File: src/rtl/clock_pkg.sv
// Shared definitions for the digital clock: mode and cursor encodings plus
// the BCD digit maxima. Used by time_keeper and by the display driver.
package clock_pkg;

  typedef enum logic [1:0] {
    SETUP   = 2'b00,
    TIME24  = 2'b01,
    SECONDS = 2'b10,
    TIME12  = 2'b11
  } mode_e;

  typedef enum logic [1:0] {
    FIRSTDIGIT  = 2'd0,
    SECONDDIGIT = 2'd1,
    THIRDDIGIT  = 2'd2,
    FOURTHDIGIT = 2'd3
  } cursor_e;

  // Largest legal value of each kind of digit field
  localparam logic [2:0] TENS_MAX             = 3'd5;
  localparam logic [3:0] UNITS_MAX            = 4'd9;
  localparam logic [1:0] HOUR_TENS_MAX        = 2'd2;
  localparam logic [3:0] HOUR_UNITS_MAX_AT_20 = 4'd3;

endpackage

File: src/rtl/sec_prescaler.sv
// Divides clk down to a once-per-second strobe and an optional blink wave.
// sec_tick is a single-cycle strobe decoded from the counter register; the
// consumer registers it so that its own time update lands on the same edge.
// Optional feature macro: TIME_KEEPER_BLINK_EN (free-running counter + blink).
module sec_prescaler #(
  parameter int CLK_HZ = 50_000_000
) (
  input  logic clk,
  input  logic rst_n,
  input  logic hold,
  output logic sec_tick,
  output logic blink
);

  localparam int             CW   = (CLK_HZ > 2) ? $clog2(CLK_HZ) : 1;
  localparam logic [CW-1:0]  LAST = CW'(CLK_HZ - 1);

  logic [CW-1:0] cnt_q;
  logic [CW-1:0] cnt_d;

  // Next count: held at zero while hold is asserted, otherwise wraps at LAST
  always_comb begin
    cnt_d = cnt_q;
    if (hold) begin
      cnt_d = '0;
    end else if (cnt_q == LAST) begin
      cnt_d = '0;
    end else begin
      cnt_d = cnt_q + CW'(1);
    end
  end

  // Prescaler counter register
  always_ff @(posedge clk) begin
    if (!rst_n) begin
      cnt_q <= '0;
    end else begin
      cnt_q <= cnt_d;
    end
  end

  assign sec_tick = !hold && (cnt_q == LAST);

`ifdef TIME_KEEPER_BLINK_EN
  localparam logic [CW-1:0] HALF = CW'(CLK_HZ / 2 - 1);

  logic [CW-1:0] free_q;
  logic [CW-1:0] free_d;
  logic          blink_q;
  logic          blink_d;

  // Free-running copy of the counter keeps blink alive during setup
  always_comb begin
    free_d  = free_q;
    blink_d = blink_q;
    if (free_q == LAST) begin
      free_d = '0;
    end else begin
      free_d = free_q + CW'(1);
    end
    if ((free_q == HALF) || (free_q == LAST)) begin
      blink_d = ~blink_q;
    end else begin
      blink_d = blink_q;
    end
  end

  // Free counter and blink registers
  always_ff @(posedge clk) begin
    if (!rst_n) begin
      free_q  <= '0;
      blink_q <= 1'b0;
    end else begin
      free_q  <= free_d;
      blink_q <= blink_d;
    end
  end

  assign blink = blink_q;
`else
  assign blink = 1'b0;
`endif

endmodule

File: src/rtl/time_keeper.sv
// Time-of-day counter with BCD fields and two-button time setup.
// Optional feature macro: TIME_KEEPER_BLINK_EN (enables the blink output).
module time_keeper
  import clock_pkg::*;
#(
  parameter int CLK_HZ = 50_000_000
) (
  input  logic       clk,
  input  logic       rst_n,
  input  logic [1:0] mode,
  input  logic       btn_next,
  input  logic       btn_inc,
  output logic [3:0] secondsLower,
  output logic [2:0] secondsUpper,
  output logic [3:0] minutesLower,
  output logic [2:0] minutesUpper,
  output logic [3:0] hoursLower,
  output logic [1:0] hoursUpper,
  output logic [1:0] location,
  output logic       sec_tick,
  output logic       blink
);

  logic       hold_s, tick_s, next_rise_s, inc_rise_s;
  logic [3:0] sl_q, sl_d, ml_q, ml_d, hl_q, hl_d;
  logic [2:0] su_q, su_d, mu_q, mu_d;
  logic [1:0] hu_q, hu_d, loc_q, loc_d;
  logic       tick_q, tick_d, next_hist_q, inc_hist_q;

  assign hold_s      = (mode == SETUP);
  assign next_rise_s = btn_next && !next_hist_q;
  assign inc_rise_s  = btn_inc && !inc_hist_q;

  sec_prescaler #(.CLK_HZ(CLK_HZ)) u_prescaler (
    .clk      (clk),
    .rst_n    (rst_n),
    .hold     (hold_s),
    .sec_tick (tick_s),
    .blink    (blink)
  );

  // Next-state: BCD carry chain in run modes, per-digit editing in setup
  always_comb begin
    sl_d = sl_q; su_d = su_q; ml_d = ml_q; mu_d = mu_q;
    hl_d = hl_q; hu_d = hu_q; loc_d = loc_q; tick_d = 1'b0;
    if (hold_s) begin
      sl_d = 4'd0;
      su_d = 3'd0;
      if (inc_rise_s) begin
        case (loc_q)
          FIRSTDIGIT: begin
            if (hu_q == HOUR_TENS_MAX) begin
              hu_d = 2'd0;
            end else begin
              hu_d = hu_q + 2'd1;
              if ((hu_d == HOUR_TENS_MAX) && (hl_q > HOUR_UNITS_MAX_AT_20)) begin
                hl_d = HOUR_UNITS_MAX_AT_20;
              end else begin
                hl_d = hl_q;
              end
            end
          end
          SECONDDIGIT: begin
            if (hu_q == HOUR_TENS_MAX) begin
              hl_d = (hl_q >= HOUR_UNITS_MAX_AT_20) ? 4'd0 : hl_q + 4'd1;
            end else begin
              hl_d = (hl_q >= UNITS_MAX) ? 4'd0 : hl_q + 4'd1;
            end
          end
          THIRDDIGIT:  mu_d = (mu_q >= TENS_MAX) ? 3'd0 : mu_q + 3'd1;
          FOURTHDIGIT: ml_d = (ml_q >= UNITS_MAX) ? 4'd0 : ml_q + 4'd1;
          default:     ml_d = ml_q;
        endcase
      end else begin
        hu_d = hu_q;
      end
      if (next_rise_s) begin
        loc_d = loc_q + 2'd1;
      end else begin
        loc_d = loc_q;
      end
    end else begin
      tick_d = tick_s;
      if (!tick_s) begin
        sl_d = sl_q;
      end else if (sl_q < UNITS_MAX) begin
        sl_d = sl_q + 4'd1;
      end else begin
        sl_d = 4'd0;
        if (su_q < TENS_MAX) begin
          su_d = su_q + 3'd1;
        end else begin
          su_d = 3'd0;
          if (ml_q < UNITS_MAX) begin
            ml_d = ml_q + 4'd1;
          end else begin
            ml_d = 4'd0;
            if (mu_q < TENS_MAX) begin
              mu_d = mu_q + 3'd1;
            end else begin
              mu_d = 3'd0;
              if ((hu_q == HOUR_TENS_MAX) && (hl_q >= HOUR_UNITS_MAX_AT_20)) begin
                hu_d = 2'd0;
                hl_d = 4'd0;
              end else if (hl_q >= UNITS_MAX) begin
                hu_d = hu_q + 2'd1;
                hl_d = 4'd0;
              end else begin
                hl_d = hl_q + 4'd1;
              end
            end
          end
        end
      end
    end
  end

  // Time, cursor, tick and button-history registers
  always_ff @(posedge clk) begin
    if (!rst_n) begin
      sl_q <= 4'd0; su_q <= 3'd0; ml_q <= 4'd0; mu_q <= 3'd0;
      hl_q <= 4'd0; hu_q <= 2'd0; loc_q <= 2'd0; tick_q <= 1'b0;
      next_hist_q <= 1'b0; inc_hist_q <= 1'b0;
    end else begin
      sl_q <= sl_d; su_q <= su_d; ml_q <= ml_d; mu_q <= mu_d;
      hl_q <= hl_d; hu_q <= hu_d; loc_q <= loc_d; tick_q <= tick_d;
      next_hist_q <= btn_next; inc_hist_q <= btn_inc;
    end
  end

  assign secondsLower = sl_q;
  assign secondsUpper = su_q;
  assign minutesLower = ml_q;
  assign minutesUpper = mu_q;
  assign hoursLower   = hl_q;
  assign hoursUpper   = hu_q;
  assign location     = loc_q;
  assign sec_tick     = tick_q;

endmodule

File: config.mk
export PLATFORM = sky130hd
export DESIGN_NAME = time_keeper
export DESIGN_NICKNAME = d
export VERILOG_FILES = /design/src/rtl/clock_pkg.sv /design/src/rtl/sec_prescaler.sv /design/src/rtl/time_keeper.sv
export SDC_FILE = /design/constraint.sdc
export NUM_CORES = 1
export LEC_CHECK = 0
export CAP_MARGIN = 20
export CORE_UTILIZATION = 36
export DETAILED_ROUTE_END_ITERATION = 8
export SLEW_MARGIN = 20
export SYNTH_ARGS = -nofsm -noshare
export SYNTH_HDL_FRONTEND = slang
export SYNTH_HIERARCHICAL = 1
export SYNTH_SLANG_ARGS = --single-unit
File: constraint.sdc
create_clock -name clk -period 3.8 [get_ports clk]
set_input_delay 0.76 -clock clk [delete_from_list [all_inputs] [get_ports clk]]
set_output_delay 0.76 -clock clk [all_outputs]
set_load 0.01 [all_outputs]
==> flow_metrics.tcl, run 1 <==
set metrics [dict create \
    status "completed" \
    grt_pass1_vias 2027 \
    die_w_um 88.6 \
    synth_edf_count 0 \
    synthToLayoutAreaGrowth_pct 18.4 \
    cts.htree.levels 2 \
    numCtsBuffers 5 \
    place_area_um2 3090 \
    power_density_nw_per_um2 302 \
    synthSimpleGateAreaFrac_pct 22.8 \
    firstDrtPassIters 4 \
    ir_drop_uv 139 \
    arrival_ns 3.44 \
    drv_slew 0 \
    start_util_pct 37.2 \
    nNetsFinal 354 \
    cts_tree "done" \
    die_h_um 88.6 \
    synth_xor_area_share_pct 6.17 \
    post-route-util_pct 44.0 \
    layout_commonest_cell "dfxtp_1" \
    cts-root-buf "clkbuf_8" \
    endpoint_kind "register" \
    crit_required_ns 4.03 \
    syn_nets 322 \
    slew_headroom_pct 53.9 \
    cts.sinks 51 \
    coreArea_um2 7250 \
    grt-ovfl-total 0 \
    port_buffers 28 \
    io_pins 30 \
    clk_pin_slew_ns 0.09 \
    fmax_mhz 311 \
    num-fill-cells 744 \
    synth.ff_latch_count 51 \
    synth_area_leaders "dfxtp_1, ha_1, nor2_1" \
    worst_slew_pin_slew_ns 0.687 \
    cts-resized-gates 0 \
    wirelength_um 5520 \
    clock_skew_ns 0.00756 \
    p_leak_nw 1.14 \
    async_reset_ff_share_pct 0 \
    drive_gt1_share_pct 7.32 \
    synth_compound_area_share_pct 17.3 \
    synth-adder-area-share_pct 9.27 \
    die_area_um2 7850 \
    synth.distinct_cells 62 \
    fin_setup_tns_ns 0 \
    cts_buffer_depth 2 \
    place_hpwl_um 4060 \
    fin_crit_sh_pct 84.7 \
    yosysTopAreaCellShare_pct 37.8 \
    gp_congestion 0.729 \
    drtAntennaViolNets 0 \
    muxShareOfSynthArea_pct 2.23 \
    synthFlopType "dfxtp_1" \
    rsz0062_at_grt "no" \
    vias_per_cell 5.08 \
    final_cell_area_um2 3190 \
    grt_max_degree 16 \
    drc 0 \
    grt_pass1_wl_um 9190 \
    holdWs_ns 0.485 \
    ys_seq_area_share_pct 37.8 \
    p_total_mw 0.964 \
    layout_common_cells "dfxtp_1, nor2_1, clkdlybuf4s50_1" \
    drv_cap 0 \
    hp-class "register to register" \
    critical_path_class "register to register" \
    antenna_found_initial 0 \
    synth_top_family_by_area "simple AND/OR/NAND/NOR gates" \
    synth_largest_area_cell "dfxtp_1" \
    synth_cells 296 \
    ys_warn_count 6 \
    finalHoldViolCount 0 \
    start_kind "register" \
    rows 31 \
    setup_viol 0 \
    postSynthAreaPerCell_um2 9.12 \
    cp_max_fo 8 \
    period_needed_ns 3.22 \
    dr.first_iter.drc_count 39 \
    grt_usage_pct 15.1 \
    n_antenna_cell 0 \
    syn_area_um2 2700 \
    clock_latency_ns 0.30 \
    vias 2168 \
    hold_buffers 0 \
    avgRoutedWirePerCell_um 12.9 \
    post_cts_buffers 0 \
]
stage by stage:
step,instances,worst slack [ns]
finish,427,0.582
global route,427,0.270
CTS,427,0.554
detailed placement,420,0.579
global placement,420,0.650
floorplan,296,0.649
report_power, final:
group | leakage [nW] | switching [mW] | internal (mW)
registers | 0.412 | 0.00568 | 0.539
clock network | 0.0513 | 0.176 | 0.193
logic | 0.674 | 0.0282 | 0.0220
critical path: stages (launching register included):
cell,delay [ns]
dfxtp_1,0.41
ha_1,0.24
nand4_1,0.26
or4_1,0.59
or2_2,0.31
nor2_1,0.12
nand2_1,0.11
a2111oi_4,0.39
o221a_4,0.33
nand4_1,0.12
a221oi_2,0.27
state kept, by name, summed over array words and instances (netlist names):
register / cells
hoursUpper: 2
next_hist_q: 1
secondsLower: 4
sec_tick: 1
u_prescaler/cnt_q: 26
location: 2
secondsUpper: 3
minutesUpper: 3
hoursLower: 4
inc_hist_q: 1
minutesLower: 4
cell usage after synthesis (7+ instances only):
library cell,count
xnor2_1,12
nand2_1,12
a21oi_1,18
dfxtp_1,51
o21ai_0,9
ha_1,20
xor2_1,7
nand3_1,9
nand4_1,10
nor2_1,35
inv_1,17
layout make-up:
cell class / instances / area (um2) / area share, %
inverters: 18 / 72.6 / 2.27
clock inverters: 1 / 30.0 / 0.940
multi-input cells: 220 / 1560 / 49.0
flip-flops and latches: 51 / 1020 / 32.0
repair buffers: 32 / 310 / 9.71
well taps: 99 / 124 / 3.88
clock buffers: 6 / 72.6 / 2.27
cell families (layout without fill, tap and decap cells):
kind of cell | Yosys count | count (layout)
AND/OR/NAND/NOR | 113 | 113
AO/OA/AOI/OAI | 61 | 61
flip-flops | 51 | 51
buffers and inverters | 25 | 57
adder cells (fa/ha/maj) | 20 | 20
XOR/XNOR | 19 | 19
multiplexers | 6 | 6
other | 1 | 1
final timing paths:
path | startpoint | cells past startpoint | to | slack, ns
setup / recovery | u_prescaler/cnt_q[0]$_SDFF_PP0_ | 10 | hoursLower[3]$_SDFFE_PN0P_ | 0.58
setup reg to reg | u_prescaler/cnt_q[0]$_SDFF_PP0_ | 10 | hoursLower[3]$_SDFFE_PN0P_ | 0.58
hold / removal | u_prescaler/cnt_q[25]$_SDFF_PP0_ | 2 | u_prescaler/cnt_q[25]$_SDFF_PP0_ | 0.48
hold reg to reg | u_prescaler/cnt_q[25]$_SDFF_PP0_ | 2 | u_prescaler/cnt_q[25]$_SDFF_PP0_ | 0.48
layer usage:
metal	vias to the layer above	GRT usage [%]	routed length [um]	share of wire, %
met5	-	0	0	0
li1	1131	-	-	-
met3	4	3.08	117	2.1
met1	1015	18.6	2730	49
met4	0	4.40	31	0.56
met2	18	26.5	2640	48
(Power assumes the default switching activity.)
==> run 2, diff against run 1 <==
==> constraint.sdc (replaced) <==
create_clock -name clk -period 2.9 [get_ports clk]
set_input_delay 0.58 -clock clk [delete_from_list [all_inputs] [get_ports clk]]
set_output_delay 0.58 -clock clk [all_outputs]
set_load 0.01 [all_outputs]
==> run 2 against run 1 <==
Effect of this change: register-to-register slack got worse by 0.42 ns; die area did not move; first-iteration DRC count up 46%; utilization up 2.4 points; clock skew rose by 0.0026 ns; critical path type unchanged.
==> flow_metrics.tcl, run 2 (same netlist as run 1, synthesis figures left out) <==
set metrics [dict create \
    nNetsFinal 371 \
    die_w_um 88.6 \
    post-route-util_pct 46.4 \
    r2r_end "hoursLower[3]$_SDFFE_PN0P_" \
    p_total_mw 1.27 \
    start_util_pct 37.2 \
    cts_tree "done" \
    crit_chain "ha_4 > nand4_1 > or4_4 > or2_4 > nor2_4 > nand2_2 > a2111oi_4 > buf_4 > o221a_4 > nand4_1 > a221oi_2" \
    crit_cells 11 \
    clock_latency_ns 0.31 \
    place_hpwl_um 4180 \
    ff2ff_setup_slack_ns 0.16 \
    drv_cap 0 \
    coreArea_um2 7250 \
    grt-ovfl-total 0 \
    holdWs_ns 0.488 \
    drive_gt1_share_pct 13.6 \
    drtAntennaViolNets 0 \
    grt_max_degree 20 \
    cts-root-buf "clkbuf_8" \
    period_needed_ns 2.74 \
    r2r_cells 11 \
    firstDrtPassIters 4 \
    fmax_mhz 365 \
    die_area_um2 7850 \
    port_buffers 28 \
    cts.htree.levels 2 \
    crit_required_ns 3.13 \
    finalNonFillerCells 444 \
    status "completed" \
    rows 31 \
    finalHoldViolCount 0 \
    n_antenna_cell 0 \
    dp_cells 435 \
    dr.first_iter.drc_count 57 \
    fin_crit_sh_pct 94.5 \
    hold_buffers 0 \
    largest_reg_flops 26 \
    hp-class "register to register" \
    numCtsBuffers 5 \
    cpMostUsedCell "nand4_1" \
    grt_usage_pct 15.7 \
    cp_num_buf_inv 1 \
    fin_setup_tns_ns 0 \
    critical_path_class "register to register" \
    cp_max_fo 6 \
    p_leak_nw 1.23 \
    power_density_nw_per_um2 378 \
    ir_drop_uv 236 \
    regMostFlops "u_prescaler/cnt_q" \
    num-fill-cells 728 \
    die_h_um 88.6 \
    wirelength_um 5760 \
    start_kind "register" \
    cts.sinks 51 \
    io_pins 30 \
    gp_congestion 0.789 \
    clock_skew_ns 0.0102 \
    setup_viol 0 \
    drv_slew 0 \
    vias 2296 \
    cpLargestDelayFamily "simple AND/OR/NAND/NOR gates" \
    critPathSlowestCell "or4_4" \
    rr_startpoint "u_prescaler/cnt_q[1]$_SDFF_PP0_" \
    grt_pass1_wl_um 9600 \
    vias_per_cell 5.17 \
    grt_pass1_vias 2157 \
    layout_commonest_cell "dfxtp_1" \
    synthToLayoutAreaGrowth_pct 24.8 \
    layout_common_cells "dfxtp_1, nor2_1, clkdlybuf4s50_1" \
    antenna_found_initial 0 \
    arrival_ns 2.97 \
    clk_pin_slew_ns 0.09 \
    max_stage_delay_ns 0.44 \
    endpoint_kind "register" \
    cp-endpoint "hoursLower[3]$_SDFFE_PN0P_" \
    drc 0 \
    avgRoutedWirePerCell_um 13.0 \
    crit_start "u_prescaler/cnt_q[1]$_SDFF_PP0_" \
    cts_buffer_depth 2 \
]
==> run 2: worst register-to-register path, cell delays in order (launching register included) <==
cell and delay [ns]:
dfxtp_4 0.39, ha_4 0.15, nand4_1 0.10, or4_4 0.44, or2_4 0.26, nor2_4 0.12
nand2_2 0.08, a2111oi_4 0.31, buf_4 0.19, o221a_4 0.23, nand4_1 0.12, a221oi_2 0.27
==> run 2: repair_timing <==
item / CTS / global route
setup buffers: 0 / 2
endpoints found under the hold margin: 0 / 0
pin swaps: 1 / 2
setup endpoints to repair: 5 / 8
gates resized for setup: 0 / 3
cloned: 0 / 0
==> run 2: how the worst min path moves through the flow <==
stage / end / from / cells past startpoint / slack (ns)
final: u_prescaler/cnt_q[25]$_SDFF_PP0_ / u_prescaler/cnt_q[25]$_SDFF_PP0_ / 2 / 0.49
after global routing: u_prescaler/cnt_q[25]$_SDFF_PP0_ / u_prescaler/cnt_q[25]$_SDFF_PP0_ / 2 / 0.51
after CTS: u_prescaler/cnt_q[23]$_SDFF_PP0_ / u_prescaler/cnt_q[23]$_SDFF_PP0_ / 2 / 0.49
after detailed placement: u_prescaler/cnt_q[23]$_SDFF_PP0_ / u_prescaler/cnt_q[23]$_SDFF_PP0_ / 2 / 0.48
after global placement: u_prescaler/cnt_q[23]$_SDFF_PP0_ / u_prescaler/cnt_q[23]$_SDFF_PP0_ / 2 / 0.47
after floorplan: u_prescaler/cnt_q[25]$_SDFF_PP0_ / u_prescaler/cnt_q[25]$_SDFF_PP0_ / 2 / 0.44
==> run 2: cell type report <==
class	instances	area (um2)	area share (%)
clock buffers	6	72.6	2.15
repair buffers	49	450	13.4
clock inverters	1	30.0	0.892
multi-input cells	220	1590	47.3
inverters	18	72.6	2.15
well taps	99	124	3.68
flip-flops and latches	51	1030	30.5
==> run 2: metal layers <==
layer / track usage [%] / share of wire (%) / wire, um
met2: 27.5 / 48 / 2790
met5: 0 / 0 / 0
met1: 19.2 / 47 / 2710
met4: 5.87 / 1.5 / 88
met3: 2.80 / 3.0 / 173
==> run 2: through the flow <==
step           cell area, um2  setup WS [ns]
3_3_place_gp             3230         0.0497
3_5_place_dp             3230        0.00316
5_1_grt                  3370        -0.0229
4_1_cts                  3330         0.0909
6_report                 3370          0.160
2_1_floorplan            2720         0.0152
==> run 2: where the power goes <==
group	total, mW	switching (mW)	leakage, nW	internal (mW)
logic	0.0743	0.0398	0.765	0.0345
registers	0.714	0.00738	0.413	0.707
clock network	0.486	0.233	0.0513	0.253
==> run 3, diff against run 2 <==
--- a/config.mk
+++ b/config.mk
@@ -5,9 +5,11 @@
 export SDC_FILE = /design/constraint.sdc
 export NUM_CORES = 1
 export LEC_CHECK = 0
+export ABC_AREA = 1
 export CAP_MARGIN = 20
 export CORE_UTILIZATION = 36
 export DETAILED_ROUTE_END_ITERATION = 8
+export PLACE_DENSITY = 0.65
 export SLEW_MARGIN = 20
 export SYNTH_ARGS = -nofsm -noshare
 export SYNTH_HDL_FRONTEND = slang
==> run 3 against run 2 <==
Effect of this change: hold slack got worse by 0.035 ns; die area rose by 14%; sequential power barely moved; count of clock-buffer cells in the layout fell by 1; non-clock buffer count fell by 19; register-to-register slack improved by 0.28 ns; flip-flop and latch count did not move.
==> flow_metrics.tcl, run 3 <==
set metrics [dict create \
    clock_latency_ns 0.31 \
    async_reset_ff_share_pct 0 \
    endpoint_kind "register" \
    grt_usage_pct 15.0 \
    synth.ff_latch_count 51 \
    numCtsBuffers 5 \
    drtAntennaViolNets 0 \
    pre_cts_slack_ns 0.385 \
    largest_reg_flops 26 \
    cts.sinks 51 \
    p_seq_share_pct 55.5 \
    cts-resized-gates 0 \
    avgRoutedWirePerCell_um 10.2 \
    max_stage_delay_ns 0.36 \
    ir_drop_uv 176 \
    final-seq-area_um2 1020 \
    synth_cells 459 \
    synthToLayoutAreaGrowth_pct 15.6 \
    regMostFlops "u_prescaler/cnt_q" \
    io_pins 30 \
    synthFlopType "dfxtp_1" \
    switchingPower_mw 0.295 \
    synthTopCellsByCount "nand2_1, nor2_1, inv_1" \
    rows 33 \
    syn_nets 485 \
    yosysMostFrequentCell "nand2_1" \
    synth_largest_area_cell "dfxtp_1" \
    ys_warn_count 6 \
    critPathSlowestCell "dfxtp_1" \
    clk_pin_slew_ns 0.10 \
    holdWs_ns 0.453 \
    post_cts_buffers 0 \
    place_hpwl_um 4650 \
    cpMostUsedCell "nor2_1" \
    ys_seq_area_share_pct 33.1 \
    fmax_mhz 406 \
    drv_slew 0 \
    coreArea_um2 8260 \
    arrival_ns 2.68 \
    drv_cap 0 \
    antenna_found_initial 0 \
    fin_crit_sh_pct 85.0 \
    grt-ovfl-total 0 \
    rr_startpoint "u_prescaler/cnt_q[0]$_SDFF_PP0_" \
    r2r_cells 16 \
    die_h_um 94.6 \
    drive_gt1_share_pct 7.57 \
    power.share.clock_pct 38.3 \
    wirelength_um 6080 \
    hold_end "u_prescaler/cnt_q[0]$_SDFF_PP0_" \
    cts.htree.levels 2 \
    grt_pass1_vias 2492 \
    yosysTopAreaCellShare_pct 33.1 \
    clock_skew_ns 0.0147 \
    die_w_um 94.6 \
    die_area_um2 8940 \
    critical_path_class "register to register" \
    fin_setup_tns_ns 0 \
    period_needed_ns 2.46 \
    drc 0 \
    multi_input_area_um2 1770 \
    vias_per_cell 4.61 \
    vias 2738 \
    crit_chain "ha_1 > nand2_2 > nor2_4 > nand2_2 > nor2_2 > nand2_2 > nor2_1 > inv_1 > nand2_1 > nand2_1 > inv_1 > nand3_1 > nor2_1 > nand2_1 > nor2_1 > nor2_1" \
    cts_tree "done" \
    gp_congestion 0.810 \
    hold_buffers 0 \
    post-route-util_pct 43.2 \
    combPwrFrac_pct 6.3 \
    layout_commonest_cell "nand2_1" \
    hp-class "register to register" \
    nNetsFinal 515 \
    synth_edf_count 0 \
    dr.first_iter.drc_count 87 \
    grt_max_degree 27 \
    holdPathStages 1 \
    layout_common_cells "nand2_1, nor2_1, inv_1" \
    finalHoldViolCount 0 \
    grt_pass1_wl_um 10800 \
    cp_max_fo 5 \
    crit_required_ns 3.12 \
    n_antenna_cell 0 \
    power_density_nw_per_um2 360 \
    port_buffers 28 \
    setup_viol 0 \
    ff2ff_setup_slack_ns 0.44 \
    postSynthAreaPerCell_um2 6.72 \
    min_from "u_prescaler/cnt_q[0]$_SDFF_PP0_" \
    p_int_mw 0.989 \
    start_kind "register" \
    p_sw_share_pct 23.0 \
    firstDrtPassIters 4 \
    synth.distinct_cells 30 \
    syn_area_um2 3080 \
    status "completed" \
    r2r_end "hoursLower[1]$_SDFFE_PN0P_" \
    cts_buffer_depth 2 \
    start_util_pct 37.3 \
    p_leak_nw 1.43 \
    final.setup.worst_slack_ns 0.436 \
    synth_area_leaders "dfxtp_1, nand2_1, nor2_1" \
    num-fill-cells 889 \
    rsz0062_at_grt "no" \
    cts-root-buf "clkbuf_8" \
]
-- run 3: layer usage --
metal  global-route usage, %  wire length [um]  up-vias
met5                       0                 0        -
met4                    3.79                78        0
met3                    3.95               263        9
met2                    23.7              2610       53
met1                    20.4              3130     1203
li1                        -                 -     1473
-- run 3: logic make-up after synthesis --
group,share of synthesized area (%)
AND/OR/NAND/NOR,38.0
XOR/XNOR,4.83
buffers and inverters,9.49
adder cells (fa/ha/maj),8.11
flip-flops,33.1
AO/OA/AOI/OAI,6.33
other,0.122
-- run 3: through the flow --
stage | total power [mW] | std cells | cell area [um2]
after floorplan | 0.787 | 459 | 3080
after global placement | 0.809 | 587 | 3460
after detailed placement | 0.810 | 587 | 3460
after CTS | 1.30 | 594 | 3560
after global routing | 1.35 | 594 | 3560
final | 1.28 | 594 | 3560
-- run 3: worst max-delay path, delay by kind of cell (launching register included) --
| family | cells | cell delay (ns) |
|---|---|---|
| adders and majority gates | 1 | 0.23 |
| buffers and inverters | 2 | 0.22 |
| DFF | 1 | 0.36 |
| and+or+nand+nor | 13 | 1.59 |
-- run 3: how the worst max path moves through the flow --
| stage | startpoint | end | slack (ns) |
|---|---|---|---|
| 2_1_floorplan | u_prescaler/cnt_q[0]$_SDFF_PP0_ | minutesUpper[0]$_SDFFE_PN0P_ | 0.80 |
| 3_3_place_gp | mode[0] | hoursLower[0]$_SDFFE_PN0P_ | 0.47 |
| 3_5_place_dp | mode[0] | hoursLower[1]$_SDFFE_PN0P_ | 0.39 |
| 4_1_cts | u_prescaler/cnt_q[0]$_SDFF_PP0_ | hoursLower[1]$_SDFFE_PN0P_ | 0.45 |
| 5_1_grt | u_prescaler/cnt_q[0]$_SDFF_PP0_ | hoursLower[0]$_SDFFE_PN0P_ | 0.11 |
| 6_report | u_prescaler/cnt_q[0]$_SDFF_PP0_ | hoursLower[1]$_SDFFE_PN0P_ | 0.44 |
-- run 3: power groups by stage --
stage	combinational, mW	clock (mW)	sequential [mW]
detailed placement	0.0810	0	0.729
floorplan	0.0578	0	0.729
global placement	0.0806	0	0.729
finish	0.0806	0.492	0.713
CTS	0.0815	0.510	0.713
global route	0.0935	0.540	0.714
-- run 3: layout make-up --
cell class	instances	area share, %
inverters	64	6.74
flip-flops and latches	51	28.6
well taps	105	3.69
clock buffers	5	1.93
repair buffers	30	8.28
clock inverters	2	1.05
multi-input cells	337	49.7
